### config.mk
export PLATFORM = sky130hd
export DESIGN_NAME = msdap_stream_tx_flat
export DESIGN_NICKNAME = d
export VERILOG_FILES = /design/src/rtl/msdap_pkg.sv /design/src/rtl/msdap_stream_tx_if.sv /design/src/rtl/msdap_stream_tx_piso.sv /design/src/rtl/msdap_stream_tx.sv /design/src/flat_wrapper.sv
export SDC_FILE = /design/constraint.sdc
export NUM_CORES = 1
export LEC_CHECK = 0
export BUFFER_PORTS_ARGS = -buffer_cell sky130_fd_sc_hd__buf_2
export CAP_MARGIN = 20
export CORE_MARGIN = 4
export CORE_UTILIZATION = 61
export CTS_BUF_LIST = sky130_fd_sc_hd__clkbuf_4
export DETAILED_ROUTE_END_ITERATION = 12
export HOLD_SLACK_MARGIN = 0.12
export MAX_ROUTING_LAYER = met4
export PLACE_DENSITY = 0.83
export SYNTH_ARGS = -nofsm -noshare
export SYNTH_HDL_FRONTEND = slang
export SYNTH_HIERARCHICAL = 1
export SYNTH_SLANG_ARGS = --single-unit
### constraint.sdc
create_clock -name clk -period 4.3 [get_ports clk]
set_input_delay 0 -clock clk [delete_from_list [all_inputs] [get_ports clk]]
set_output_delay 0 -clock clk [all_outputs]
set_load 0.02 [all_outputs]
### src/rtl/msdap_pkg.sv
// Shared types and default sizing for the MSDAP host-side stream transmitter.
package msdap_pkg;

    // Load sequence of the chip input port: Rj words, then coefficients, then data.
    typedef enum logic [1:0] {
        PH_RJ    = 2'd0,
        PH_COEFF = 2'd1,
        PH_DATA  = 2'd2
    } phase_e;

    typedef enum logic [1:0] {
        StIdle    = 2'd0,
        StShift   = 2'd1,
        StRstSlot = 2'd2
    } tx_state_e;

    localparam int unsigned DEFAULT_WORD_W      = 16;
    localparam int unsigned DEFAULT_RJ_COUNT    = 16;
    localparam int unsigned DEFAULT_COEFF_COUNT = 512;

endpackage

### src/rtl/msdap_stream_tx_if.sv
// Word handshake from the upstream source plus the serial lines to the chip.
interface msdap_stream_tx_if #(
    parameter int unsigned WORD_W = msdap_pkg::DEFAULT_WORD_W
);
    logic              word_valid;
    logic              word_ready;
    logic [WORD_W-1:0] word_l;
    logic [WORD_W-1:0] word_r;
    logic              in_ready;
    logic              frame;
    logic              data_l;
    logic              data_r;
    logic              reset_n;

    // Transmitter side: consumes words, drives the serial lines.
    modport master (
        input  word_valid, word_l, word_r, in_ready,
        output word_ready, frame, data_l, data_r, reset_n
    );

    // Source/chip side.
    modport slave (
        output word_valid, word_l, word_r, in_ready,
        input  word_ready, frame, data_l, data_r, reset_n
    );
endinterface

### src/rtl/msdap_stream_tx_piso.sv
// Parallel-in serial-out shift register, MSB first; zeros shift in behind the word
// so the line idles low once a word has been fully sent.
module tx_piso #(
    parameter int unsigned WORD_W = 16
) (
    input  logic              clk,
    input  logic              start,
    input  logic              load,
    input  logic              shift,
    input  logic [WORD_W-1:0] din,
    output logic              dout
);
    logic [WORD_W-1:0] sr_q, sr_d;

    // Load has priority over shift so a back-to-back word replaces the last bit.
    always_comb begin
        sr_d = sr_q;
        if (load) begin
            sr_d = din;
        end else if (shift) begin
            sr_d = {sr_q[WORD_W-2:0], 1'b0};
        end
    end

    // Shift register state.
    always_ff @(posedge clk or posedge start) begin
        if (start) begin
            sr_q <= '0;
        end else begin
            sr_q <= sr_d;
        end
    end

    assign dout = sr_q[WORD_W-1];
endmodule

### src/rtl/msdap_stream_tx.sv
// MSDAP input-port transmitter: serialises stereo words with a frame pulse, tracks the
// Rj/coefficient/data load sequence and can insert a word-long chip reset slot.
module msdap_stream_tx
    import msdap_pkg::*;
#(
    parameter int unsigned WORD_W      = DEFAULT_WORD_W,
    parameter int unsigned RJ_COUNT    = DEFAULT_RJ_COUNT,
    parameter int unsigned COEFF_COUNT = DEFAULT_COEFF_COUNT
) (
    input  logic               clk,
    input  logic               start,
    msdap_stream_tx_if.master  bus,
    input  logic               host_reset,
    output logic [1:0]         phase,
    output logic               busy
);
    localparam int unsigned BIT_W = $clog2(WORD_W);
    localparam int unsigned CNT_W = $clog2(COEFF_COUNT);
    localparam logic [BIT_W-1:0] BIT_LAST   = BIT_W'(WORD_W - 1);
    localparam logic [CNT_W-1:0] RJ_LAST    = CNT_W'(RJ_COUNT - 1);
    localparam logic [CNT_W-1:0] COEFF_LAST = CNT_W'(COEFF_COUNT - 1);

    tx_state_e        state_q, state_d;
    logic [BIT_W-1:0] bit_cnt_q, bit_cnt_d;
    logic [CNT_W-1:0] word_cnt_q, word_cnt_d;
    phase_e           phase_q, phase_d;
    logic             frame_q, frame_d;
    logic             reset_n_q, reset_n_d;
    logic             busy_q, busy_d;

    logic boundary;
    logic rst_take;
    logic accept;
    logic shift_en;

    // Handshake: words are only taken at a word boundary; a pending reset slot wins.
    always_comb begin
        boundary       = (state_q == StIdle) || ((state_q == StShift) && (bit_cnt_q == BIT_LAST));
        rst_take       = boundary && host_reset && (phase_q == PH_DATA);
        bus.word_ready = boundary && bus.in_ready && !rst_take && !start;
        accept         = bus.word_ready && bus.word_valid;
    end

    // Next-state for the slot FSM, counters and registered outputs.
    always_comb begin
        state_d    = state_q;
        bit_cnt_d  = bit_cnt_q;
        word_cnt_d = word_cnt_q;
        phase_d    = phase_q;
        frame_d    = 1'b0;
        shift_en   = 1'b0;

        unique case (state_q)
            StIdle: begin
            end
            StShift: begin
                bit_cnt_d = bit_cnt_q + BIT_W'(1);
                shift_en  = !accept;
                if (bit_cnt_q == BIT_LAST) begin
                    state_d = StIdle;
                end
            end
            StRstSlot: begin
                bit_cnt_d = bit_cnt_q + BIT_W'(1);
                if (bit_cnt_q == BIT_LAST) begin
                    state_d = StIdle;
                end
            end
            default: begin
                state_d = StIdle;
            end
        endcase

        if (rst_take) begin
            state_d   = StRstSlot;
            bit_cnt_d = '0;
        end else if (accept) begin
            state_d   = StShift;
            bit_cnt_d = '0;
            frame_d   = 1'b1;
            unique case (phase_q)
                PH_RJ: begin
                    if (word_cnt_q == RJ_LAST) begin
                        phase_d    = PH_COEFF;
                        word_cnt_d = '0;
                    end else begin
                        word_cnt_d = word_cnt_q + CNT_W'(1);
                    end
                end
                PH_COEFF: begin
                    if (word_cnt_q == COEFF_LAST) begin
                        phase_d    = PH_DATA;
                        word_cnt_d = '0;
                    end else begin
                        word_cnt_d = word_cnt_q + CNT_W'(1);
                    end
                end
                default: begin
                end
            endcase
        end

        reset_n_d = (state_d != StRstSlot);
        busy_d    = (state_d != StIdle);
    end

    // State and output registers.
    always_ff @(posedge clk or posedge start) begin
        if (start) begin
            state_q    <= StIdle;
            bit_cnt_q  <= '0;
            word_cnt_q <= '0;
            phase_q    <= PH_RJ;
            frame_q    <= 1'b0;
            reset_n_q  <= 1'b1;
            busy_q     <= 1'b0;
        end else begin
            state_q    <= state_d;
            bit_cnt_q  <= bit_cnt_d;
            word_cnt_q <= word_cnt_d;
            phase_q    <= phase_d;
            frame_q    <= frame_d;
            reset_n_q  <= reset_n_d;
            busy_q     <= busy_d;
        end
    end

    tx_piso #(.WORD_W(WORD_W)) u_piso_l (
        .clk   (clk),
        .start (start),
        .load  (accept),
        .shift (shift_en),
        .din   (bus.word_l),
        .dout  (bus.data_l)
    );

    tx_piso #(.WORD_W(WORD_W)) u_piso_r (
        .clk   (clk),
        .start (start),
        .load  (accept),
        .shift (shift_en),
        .din   (bus.word_r),
        .dout  (bus.data_r)
    );

    assign bus.frame   = frame_q;
    assign bus.reset_n = reset_n_q;
    assign phase       = phase_q;
    assign busy        = busy_q;
endmodule

### src/flat_wrapper.sv
// flat-port wrapper written by rule: the top's interface ports become plain ports
module msdap_stream_tx_flat import msdap_pkg::*;
#(
    parameter int unsigned WORD_W      = DEFAULT_WORD_W,
    parameter int unsigned RJ_COUNT    = DEFAULT_RJ_COUNT,
    parameter int unsigned COEFF_COUNT = DEFAULT_COEFF_COUNT
)
  (clk, start, host_reset, phase, busy, bus_word_valid, bus_word_l, bus_word_r, bus_in_ready, bus_word_ready, bus_frame, bus_data_l, bus_data_r, bus_reset_n);
  msdap_stream_tx_if #(.WORD_W(WORD_W)) bus_i ();
  input  logic clk;
  input  logic start;
  input  logic host_reset;
  output logic [1:0] phase;
  output logic busy;
  input wire logic [$bits(bus_i.word_valid)-1:0] bus_word_valid;
  input wire logic [$bits(bus_i.word_l)-1:0] bus_word_l;
  input wire logic [$bits(bus_i.word_r)-1:0] bus_word_r;
  input wire logic [$bits(bus_i.in_ready)-1:0] bus_in_ready;
  output wire logic [$bits(bus_i.word_ready)-1:0] bus_word_ready;
  output wire logic [$bits(bus_i.frame)-1:0] bus_frame;
  output wire logic [$bits(bus_i.data_l)-1:0] bus_data_l;
  output wire logic [$bits(bus_i.data_r)-1:0] bus_data_r;
  output wire logic [$bits(bus_i.reset_n)-1:0] bus_reset_n;
  assign bus_i.word_valid = bus_word_valid;
  assign bus_i.word_l = bus_word_l;
  assign bus_i.word_r = bus_word_r;
  assign bus_i.in_ready = bus_in_ready;
  assign bus_word_ready = bus_i.word_ready;
  assign bus_frame = bus_i.frame;
  assign bus_data_l = bus_i.data_l;
  assign bus_data_r = bus_i.data_r;
  assign bus_reset_n = bus_i.reset_n;
  msdap_stream_tx #(.WORD_W(WORD_W), .RJ_COUNT(RJ_COUNT), .COEFF_COUNT(COEFF_COUNT)) u_core (.clk(clk), .start(start), .bus(bus_i), .host_reset(host_reset), .phase(phase), .busy(busy));
endmodule
==> flow_summary_export.csv <==
group,metric,value,unit
status,run_status,"finished clean",
logic_synthesis,sequential_fraction_of_the_synthesis_area,50.9,%
logic_synthesis,syn-mean-instance-area,10.2,µm²
drt,drc,0,
logic_synthesis,yosys-top-cells-area,"sky130_fd_sc_hd__dfrtp_1 50%, sky130_fd_sc_hd__mux2i_1 12%, sky130_fd_sc_hd__nand2_1 6.7%",
die,placeableCoreArea,0.00403,mm²
clock_tree,root_buffer,"sky130_fd_sc_hd__clkbuf_4",
clock_tree,postCtsSetupBuffers,0,
drt,detailed_route_wire_length,5.35,mm
logic_synthesis,synthesis.area,0.00256,mm²
clock_tree,clk_transition_reported_paths,0.14,ns
worst_hold_path,timing.hold.worst.class,"input port to flip-flop",
logic_synthesis,dominantRegCellSynth,"sky130_fd_sc_hd__dfrtp_1",
clock_tree,cts_buffers,5,
drt,drt.antenna.violating_nets,0,
logic_synthesis,ys.warnings.count,6,
finish,layout-area-overhead-vs-synth,24.6,%
placement,dp.final_hpwl,3.45,mm
die,top_level_ports,45,
sta,report.final.slew_viol_count,0,
die,fp.dieArea,0.00530,mm²
power_and_ir_drop,pwr-share-comb,38.6,%
placement,placed_area,0.00275,mm²
placement,placed_cells_incl_taps,334,
finish,antenna-diode-count,0,
sta,achievable-frequency,388,MHz
placement,globalplace.congestion,0.795,
clock_tree,clock-sinks,52,
drt,vias_per_cell,5.49,
critical_path,critical_path_class,"flip-flop to flip-flop",
sta,hold_slack,0.154,ns
sta,finalCriticalPeriod,2.57,ns
critical_path,timing.critical_path.to_type,"flip-flop",
logic_synthesis,synthesis.nets,294,
sta,fin_skew,0.0113,ns
sta,setup_viol_count_final,0,
finish,layout.nets,371,
die,initial_core_util,63.6,%
clock_tree,skew_pair_late_insertion_delay,0.36,ns
clock_tree,ctsResizeCount,0,
finish,final_design_area_no_fill,0.00319,mm²
drt,drt_first_iter_violations,126,
critical_path,critPathLaunchType,"flip-flop",
global_routing,grt_pass1_vias,2104,
run,drv_cap,0,
sta,number_of_failing_hold_endpoints_at_the_final_stage,0,
placement,dp_worst_setup_slack,1.64,ns
sta,period_utilization_post_route,59.9,%
finish,fillerInstances,276,
global_routing,antenna_found_initial,0,
power_and_ir_drop,power_switching,607,µW
logic_synthesis,syn-instance-count,251,
logic_synthesis,share_of_yosys_cell_area_claimed_by_the_top_area_cell_type,49.8,%
drt,route.vias.total,2074,
power_and_ir_drop,clkPwrFrac,12.7,%
drt,routedWlPerCell,14.1,µm
die,dieHeight,72.8,µm
finish,final-instance-count-excl-fill,378,
power_and_ir_drop,switching_share,36.5,%
sta,timing_worst_slew_pin_value,0.894,ns
critical_path,critical_path_arrival,2.83,ns
sta,slew-limit-headroom,40.4,%
critical_path,critical_path_peak_fanout,32,
logic_synthesis,synth.lib_cells_used.distinct,43,
finish,ff_latch_area,0.00130,mm²
critical_path,critPathRequiredTime,4.55,ns
power_and_ir_drop,cell_internal_pwr,1.05,mW
drt,pre_antenna_drt_iters,5,
logic_synthesis,synth_enable_flop_cells,0,
sta,grt_setup_unrepaired,"false",
logic_synthesis,synth_seq_cells,52,
sta,final.setup.tns,0,ns
global_routing,global_route.overflow_total,0,
logic_synthesis,synth_async_sr_flop_share,100,%
sta,post-route-worst-setup-slack,1.73,ns
power_and_ir_drop,power.static_leakage,1.44,nW
logic_synthesis,synth_top_area_cell,"sky130_fd_sc_hd__dfrtp_1",
global_routing,grt_start_max_net_pins,43,
clock_tree,number_of_h_tree_levels,2,
finish,drive_above_1_share,18.0,%
power_and_ir_drop,seq_power_share,48.6,%
placement,io_buffer_count,44,
power_and_ir_drop,power-per-cell-area,521,mW/mm²
die,die_w,72.8,µm
clock_tree,clock_tree.buffer_depth,2,
power_and_ir_drop,vdd.ir_drop.worst,364,µV
global_routing,grt_first_pass_wirelength,9.18,mm
die,rows,23,
clock_tree,tritoncts,"done",
finish,multiInputGateArea,0.00113,mm²
global_routing,grt_usage,22.9,%
[cells in the mapped netlist (all sizes together) (2+ instances only)]
library cell,instances
a21oi,3
a41oi,2
and4b,2
buf,8
clkbuf,4
dfrtp,51
ha,6
inv,8
mux2i,31
nand2,46
nand2b,4
nand3,5
nand3b,2
nand4,2
nor2,10
nor2b,2
o21ai,40
o22a,2
o31ai,2
or2,2
xor2,2
[timing repair]
item | CTS | global route
setup endpoints to repair | 0 | 0
hold buffers | 36 | 0
endpoints found under the hold margin | 86 | 0
[state kept, by name, summed over array words and instances (netlist names)]
| name | count |
|---|---|
| u_core/bit_cnt_q | 4 |
| u_core/bus.frame | 1 |
| u_core/bus.reset_n | 1 |
| u_core/busy | 1 |
| u_core/phase | 2 |
| u_core/state_q | 2 |
| u_core/u_piso_l/sr_q | 16 |
| u_core/u_piso_r/sr_q | 16 |
| u_core/word_cnt_q | 9 |
[final cells by class]
class / instances / area share, %
inverters: 8 / 0.941
repair buffers: 82 / 19.3
clock inverters: 1 / 0.157
well taps: 50 / 1.96
flip-flops and latches: 52 / 40.8
clock buffers: 6 / 1.41
multi-input cells: 179 / 35.4
[critical path, stage by stage, from the launching register on]
cell                      delay (ns)
sky130_fd_sc_hd__dfrtp_1        0.41
sky130_fd_sc_hd__inv_1          0.10
sky130_fd_sc_hd__ha_1           0.23
sky130_fd_sc_hd__a41oi_2        0.29
sky130_fd_sc_hd__nor2_1         0.12
sky130_fd_sc_hd__nand2_1        0.15
sky130_fd_sc_hd__and2_2         0.76
sky130_fd_sc_hd__mux2i_1        0.29
sky130_fd_sc_hd__o21ai_1        0.09
[path summary, 6_finish.rpt]
check,from,endpoint,slack [ns],depth (start not counted)
max reg2reg,u_core/state_q[0],u_core/u_piso_l/sr_q[8],1.73,8
min reg2reg,u_core/word_cnt_q[1],u_core/word_cnt_q[1],0.53,2
max,u_core/state_q[0],u_core/u_piso_l/sr_q[8],1.73,8
max in group asynchronous,start,u_core/word_cnt_q[2],3.47,3
min in group asynchronous,start,u_core/u_piso_r/sr_q[11],0.27,3
min,bus_in_ready,u_core/bit_cnt_q[3],0.15,4
[power by group through the flow]
stage / Sequential [mW] / Combinational (mW) / Clock (mW)
final: 0.808 / 0.642 / 0.212
after global routing: 0.834 / 0.731 / 0.237
after CTS: 0.808 / 0.637 / 0.222
after detailed placement: 0.818 / 0.611 / 0
after global placement: 0.809 / 0.582 / 0
after floorplan: 0.809 / 0.515 / 0
[kinds of logic (layout without fill, tap and decap cells)]
group | count (synthesis) | in the layout | synth area share [%]
AND/OR/NAND/NOR | 82 | 82 | 14.9
adder cells (fa/ha/maj) | 6 | 6 | 2.93
buffers and inverters | 20 | 97 | 5.03
flip-flops | 52 | 52 | 50.9
AO/OA/AOI/OAI | 57 | 57 | 13.1
multiplexers | 31 | 31 | 12.1
XOR/XNOR | 3 | 3 | 1.03
[placed cells by master, fill, tap and decap left out, types with 2 or more instances in the layout]
master and count:
sky130_fd_sc_hd__nand3_1 5, sky130_fd_sc_hd__nor2_1 10, sky130_fd_sc_hd__o22a_1 2, sky130_fd_sc_hd__or2_2 2, sky130_fd_sc_hd__o21ai_0 22, sky130_fd_sc_hd__nand2_1 46
sky130_fd_sc_hd__o21ai_1 18, sky130_fd_sc_hd__nand3b_1 2, sky130_fd_sc_hd__buf_2 44, sky130_fd_sc_hd__dlygate4sd3_1 36, sky130_fd_sc_hd__ha_1 6, sky130_fd_sc_hd__xor2_1 2
sky130_fd_sc_hd__and4b_1 2, sky130_fd_sc_hd__o31ai_1 2, sky130_fd_sc_hd__a21oi_1 3, sky130_fd_sc_hd__nor2b_1 2, sky130_fd_sc_hd__nand4_1 2, sky130_fd_sc_hd__clkbuf_4 6
sky130_fd_sc_hd__nand2b_1 4, sky130_fd_sc_hd__dfrtp_1 51, sky130_fd_sc_hd__mux2i_1 31, sky130_fd_sc_hd__inv_1 8
[metal layers]
metal  vias to the layer above  routed length [µm]  global-route usage, %
met5                         -                   0                      -
met4                         0                 102                   9.02
met3                         6                 173                   3.99
met2                        42                2750                   38.7
met1                      1001                2320                   27.2
li1                       1025                   -                      -
[stage by stage]
| stage | power, mW | util, % |
|---|---|---|
| final | 1.66 | 79.2 |
| after global routing | 1.80 | 79.2 |
| after CTS | 1.67 | 78.5 |
| after detailed placement | 1.43 | 68.4 |
| after global placement | 1.39 | 68.4 |
| after floorplan | 1.32 | - |
No activity file was read; power rests on OpenSTA's default activity.
